===== src/rtl/cookie_disp_pkg.sv =====
// cookie_disp_pkg: shared types and glyph table for the cookie display stage.
// Holds the receive FSM state enum, the hex segment table and the blank glyph.
package cookie_disp_pkg;

  typedef enum logic {
    IDLE = 1'b0,
    RECV = 1'b1
  } state_t;

  // Segment order {g,f,e,d,c,b,a}, active-high, index = hex value.
  localparam logic [6:0] HEX_GLYPH [16] = '{
    7'h3F, 7'h06, 7'h5B, 7'h4F,
    7'h66, 7'h6D, 7'h7D, 7'h07,
    7'h7F, 7'h6F, 7'h77, 7'h7C,
    7'h39, 7'h5E, 7'h79, 7'h71
  };

  localparam logic [6:0] SEG_BLANK = 7'h00;

endpackage


===== src/rtl/hex_to_7seg.sv =====
// hex_to_7seg: combinational nibble to 7-segment glyph lookup.
// Ports: nib (4-bit hex value in), seg (7-bit {g,f,e,d,c,b,a} out).
module hex_to_7seg
  import cookie_disp_pkg::*;
(
  input  logic [3:0] nib,
  output logic [6:0] seg
);

  assign seg = HEX_GLYPH[nib];

endmodule


===== src/rtl/cookie_serial_display.sv =====
// cookie_serial_display: deserialises strobed bits into frames and scans
// each latched frame in hex onto a multiplexed common-cathode 7-seg display.
// Ports: clk, rst (sync, active-high), en (freeze when 0), bit_in/bit_valid
// (serial in), frame_word/frame_done/frame_error/bit_count (frame status),
// seg/digit_sel (registered display drive).
// Build option: COOKIE_DISP_TIMEOUT_EN adds a partial-frame idle timeout.
module cookie_serial_display
  import cookie_disp_pkg::*;
#(
  parameter int NUM_DIGITS     = 4,
  parameter int REFRESH_DIV    = 1024,
  parameter int TIMEOUT_CYCLES = 4096
) (
  input  logic                          clk,
  input  logic                          rst,
  input  logic                          en,
  input  logic                          bit_in,
  input  logic                          bit_valid,
  output logic [4*NUM_DIGITS-1:0]       frame_word,
  output logic                          frame_done,
  output logic                          frame_error,
  output logic [$clog2(4*NUM_DIGITS):0] bit_count,
  output logic [6:0]                    seg,
  output logic [NUM_DIGITS-1:0]         digit_sel
);

  localparam int FB = 4 * NUM_DIGITS;
  localparam int CW = $clog2(FB) + 1;
  localparam int PW = REFRESH_DIV > 1 ? $clog2(REFRESH_DIV) : 1;
  localparam int DW = NUM_DIGITS > 1 ? $clog2(NUM_DIGITS) : 1;

  if (REFRESH_DIV < 2 || TIMEOUT_CYCLES < 2) begin : g_param_chk
    $error("REFRESH_DIV and TIMEOUT_CYCLES must be >= 2");
  end

  state_t          state, state_nxt;
  logic [FB-1:0]   shreg, sh_nxt;
  logic [CW-1:0]   cnt_nxt;
  logic            done_nxt, err_nxt, word_ld;
  logic            accept, last, mid, tmo;

  logic [PW-1:0]   prescaler, pre_nxt;
  logic [DW-1:0]   idx, idx_nxt;
  logic            wrap;
  logic [3:0]      nib;
  logic [6:0]      seg_nxt;

  assign accept = en && bit_valid;
  assign last   = accept && (bit_count == CW'(FB - 1));
  assign mid    = accept && !last;

`ifdef COOKIE_DISP_TIMEOUT_EN
  localparam int IW = $clog2(TIMEOUT_CYCLES);
  logic [IW-1:0] idle_cnt;

  // Fires on the idle edge that would bring the count to TIMEOUT_CYCLES-1.
  assign tmo = en && !accept && (state == RECV)
            && (idle_cnt == IW'(TIMEOUT_CYCLES - 2));

  always_ff @(posedge clk) begin
    if (rst)
      idle_cnt <= '0;
    else if (en) begin
      if (accept || tmo || state != RECV)
        idle_cnt <= '0;
      else
        idle_cnt <= idle_cnt + 1'b1;
    end
  end
`else
  assign tmo = 1'b0;
`endif

  always_comb begin
    state_nxt = state;
    sh_nxt    = shreg;
    cnt_nxt   = bit_count;
    done_nxt  = 1'b0;
    err_nxt   = 1'b0;
    word_ld   = 1'b0;
    unique case (1'b1)
      last: begin
        sh_nxt    = {shreg[FB-2:0], bit_in};
        cnt_nxt   = '0;
        state_nxt = IDLE;
        word_ld   = 1'b1;
        done_nxt  = 1'b1;
      end
      mid: begin
        sh_nxt    = {shreg[FB-2:0], bit_in};
        cnt_nxt   = bit_count + 1'b1;
        state_nxt = RECV;
      end
      tmo: begin
        sh_nxt    = '0;
        cnt_nxt   = '0;
        state_nxt = IDLE;
        err_nxt   = 1'b1;
      end
      default: ;
    endcase
  end

  assign wrap    = prescaler == PW'(REFRESH_DIV - 1);
  assign pre_nxt = wrap ? '0 : prescaler + 1'b1;

  always_comb begin
    idx_nxt = idx;
    if (wrap)
      idx_nxt = (idx == DW'(NUM_DIGITS - 1)) ? '0 : idx + 1'b1;
  end

  // Glyph comes from the digit about to be active, so seg and
  // digit_sel switch together on the same edge.
  always_comb begin
    nib = '0;
    for (int k = 0; k < NUM_DIGITS; k++)
      if (idx_nxt == DW'(k))
        nib = frame_word[4*k +: 4];
  end

  hex_to_7seg u_hex (
    .nib (nib),
    .seg (seg_nxt)
  );

  always_ff @(posedge clk) begin
    if (rst) begin
      state       <= IDLE;
      shreg       <= '0;
      bit_count   <= '0;
      frame_word  <= '0;
      frame_done  <= 1'b0;
      frame_error <= 1'b0;
      prescaler   <= '0;
      idx         <= '0;
      digit_sel   <= NUM_DIGITS'(1);
      seg         <= HEX_GLYPH[0];
    end else begin
      state       <= state_nxt;
      shreg       <= sh_nxt;
      bit_count   <= cnt_nxt;
      frame_done  <= done_nxt;
      frame_error <= err_nxt;
      if (word_ld)
        frame_word <= sh_nxt;
      if (en) begin
        prescaler <= pre_nxt;
        idx       <= idx_nxt;
        digit_sel <= NUM_DIGITS'(1) << idx_nxt;
        seg       <= seg_nxt;
      end
    end
  end

endmodule


===== config.mk =====
export PLATFORM = sky130hd
export DESIGN_NAME = cookie_serial_display
export DESIGN_NICKNAME = d
export VERILOG_FILES = /design/src/rtl/cookie_disp_pkg.sv /design/src/rtl/hex_to_7seg.sv /design/src/rtl/cookie_serial_display.sv
export SDC_FILE = /design/constraint.sdc
export NUM_CORES = 1
export LEC_CHECK = 0
export CELL_PAD_IN_SITES_DETAIL_PLACEMENT = 0
export CELL_PAD_IN_SITES_GLOBAL_PLACEMENT = 1
export CORE_MARGIN = 2
export CORE_UTILIZATION = 41
export CTS_CLUSTER_SIZE = 16
export DETAILED_ROUTE_END_ITERATION = 10
export GPL_ROUTABILITY_DRIVEN = 0
export HOLD_SLACK_MARGIN = 0.15
export PLACE_DENSITY = 0.77
export SETUP_SLACK_MARGIN = 0.3
export SYNTH_ARGS = -nofsm -noshare
export SYNTH_HDL_FRONTEND = slang
export SYNTH_SLANG_ARGS = --single-unit

===== constraint.sdc =====
create_clock -name clk -period 3.6 [get_ports clk]
set_input_delay 0.72 -clock clk [delete_from_list [all_inputs] [get_ports clk]]
set_output_delay 0.72 -clock clk [all_outputs]
set_load 0.03 [all_outputs]

==> metrics.txt <==
unrepaired setup endpoints after global routing=false; final setup vio count=0; Routed Antenna Nets=0; CTS Buf Count=9; Die Wd=89.7 um; Avg Cell Area, Syn=8.10 um^2; num rows=31; global route hottest layer=met2; CP peak stage delay=570 ps; GRT Residual Overflow=0; ys flop type=dfxtp_1; P per Cell Area=351 mW/mm^2; Clock power frac=42.7%; syn nets=388; clock slew at reported path FFs=70 ps; Sw Share=25.5%; status=complete, no violations; # IOs=39; Cell Area, Placed=0.00343 mm^2; initial antenna violation count=0; Synth Cell Area=0.00301 mm^2; GRT Util Overall=18.5%; Initial Util=42.0%; synth top area cells=dfxtp_1, nand2_1, a21oi_1; Worst slew margin=58.3%; M3 GR Usage=4.53%; max-slew violations=0; Antenna diodes=0; Die Height=89.7 um; H-tree levels=3; Tot Pwr=1.28 mW; Die ar.=0.00805 mm^2; largest net degree at the start of global routing=51; Seq pwr share=52.6%; Mapped Cells=372; GRT met2 Usage=31.3%; Max Buffers Root-to-Sink=2; FMAX=0.329 GHz; crit start category=flip-flop; worst-skew pair later-pin latency=340 ps; DR iter-0 viols=130; via count=2735; top cell type's share of synthesized area=39.9%; hold crit path type=reg -> reg; sequential element share of the synthesized area=39.9%; vias per inst=5.35; async set or reset register ratio after synthesis=0%; crit-path max FO=12; CTS Hold Bufs=0; Post-synth EDFFs=0; post-synth top area cell=dfxtp_1; NetSw=0.327 mW; met1 Use GR=22.8%; Core Region=0.00718 mm^2; Worst-Margin Slew=625 ps; DRC errors left=0; Final Cell Area=0.00366 mm^2; most frequent cells in the layout=nand2_1, dfxtp_1, a21oi_1; Leak=1.26 nW; final hold slack=462 ps; clock root buffer=clkbuf_8; Synth Register Bits=60; Post-DP HPWL=5140 um; Sink Count=60; Slowest cell on crit path=or4_4; CTS tree=built; Max VDD drop=0.311 mV; final hold viol count=0; layout cells sized above 1=10.9%; vias in the first global route=2594; maxcap violations=0; CP cell instances=ha_1 > or4_4 > o21ai_4 > mux2i_1 > mux2i_2 > buf_4 > ha_1 > mux2_2 > a221oi_2; clock skew=7.80 ps; cell-internal power=0.957 mW; first-pass GRT wire length=12200 um; most common cell after layout, fill and taps aside=nand2_1; Critical Path AT=3290 ps; Cell variety after synth=61; CP endpoint kind=flip-flop; Area Overhead vs Synth=21.4%; most frequent CP cell=ha_1; WP data required=3860 ps; Comb pwr share=4.8%; final period utilization=84.4%; fin crit period=3040 ps; Initial DRT Pass Iterations=4; Buffers on Ports=37; DRT Wirelength=7420 um; Post-Route Utilization=51.0%; reg2reg setup slack=560 ps; wire per inst=14.5 um; worst path bufs/invs=1; Largest delay share family, worst path=multiplexers; final-stage net count=423; Fin Setup TNS=0 ps; critical path class=reg -> reg; Yosys warning count=0
routing by layer:
metal,vias up,part of all wire [%]
met4,0,1.5
met5,-,0
met1,1280,46
met3,9,4.4
li1,1389,-
met2,57,48
state kept, by name, indices dropped and copies added, names as in the netlist:
| name | cells |
|---|---|
| frame_done | 1 |
| seg | 7 |
| bit_count | 5 |
| shreg | 15 |
| idx | 2 |
| digit_sel | 4 |
| frame_word | 16 |
| prescaler | 10 |
logic make-up after synthesis:
family                     count (synthesis)  share of synthesized area, %
other                                      1                         0.124
muxes                                      8                          2.70
buffers and inverters                     31                          4.98
adders and majority gates                 11                          4.57
AOI/OAI and AO/OA                         86                          18.9
xor gates and xnor gates                   8                          2.33
and+or+nand+nor                          167                          26.5
DFF                                       60                          39.9
per-stage QoR:
| step | worst slack [ps] | std cells |
|---|---|---|
| floorplan | 510 | 372 |
| global placement | 386 | 492 |
| finish | 562 | 511 |
| CTS | 361 | 508 |
| detailed placement | 237 | 492 |
| global route | 299 | 511 |
power groups by stage:
stage                     clock, mW  sequential (mW)  combinational (mW)
after floorplan                   0            0.696              0.0367
after global placement            0            0.690              0.0615
after detailed placement          0            0.690              0.0615
after CTS                     0.566            0.675              0.0617
after global routing          0.594            0.676              0.0672
final                         0.548            0.675              0.0610
cell type report:
class / count / area [um^2]
multi-input combinational: 281 / 1690
sequential: 60 / 1200
fill: 726 / 3520
inverter: 9 / 33.8
clock inverter: 6 / 38.8
tap: 99 / 124
timing repair buffer: 46 / 433
clock buffer: 10 / 138
cells in the mapped netlist, drive strengths merged, types with 7 or more instances:
master / instances
nand4: 8
mux2i: 7
clkbuf: 15
o21ai: 7
nor3: 7
a21oi: 47
inv: 9
dfxtp: 60
ha: 11
nand3: 11
nor2: 26
nand2: 86
what timing repair did:
item | CTS | global route
cloned | 0 | 0
resized for setup | 1 | 6
buffers inserted | 0 | 3
endpoints found under the hold margin | 0 | 0
endpoints found under the setup margin | 5 | 6
pin swaps | 0 | 1
final timing paths:
path,start,to,cells past startpoint
worst min-delay path,shreg[14],frame_word[15],2
worst min register to register,shreg[14],frame_word[15],2
worst max-delay path,idx[0],seg[3],9
worst max register to register,idx[0],seg[3],9
worst register-to-register path, cell delays in order (launching register included):
cell and delay [ps]:
dfxtp_1 440, ha_1 290, or4_4 570, o21ai_4 260, mux2i_1 340, mux2i_2 140, buf_4 160, ha_1 250
mux2_2 290, a221oi_2 220
Power figures use the tool's default switching activity.
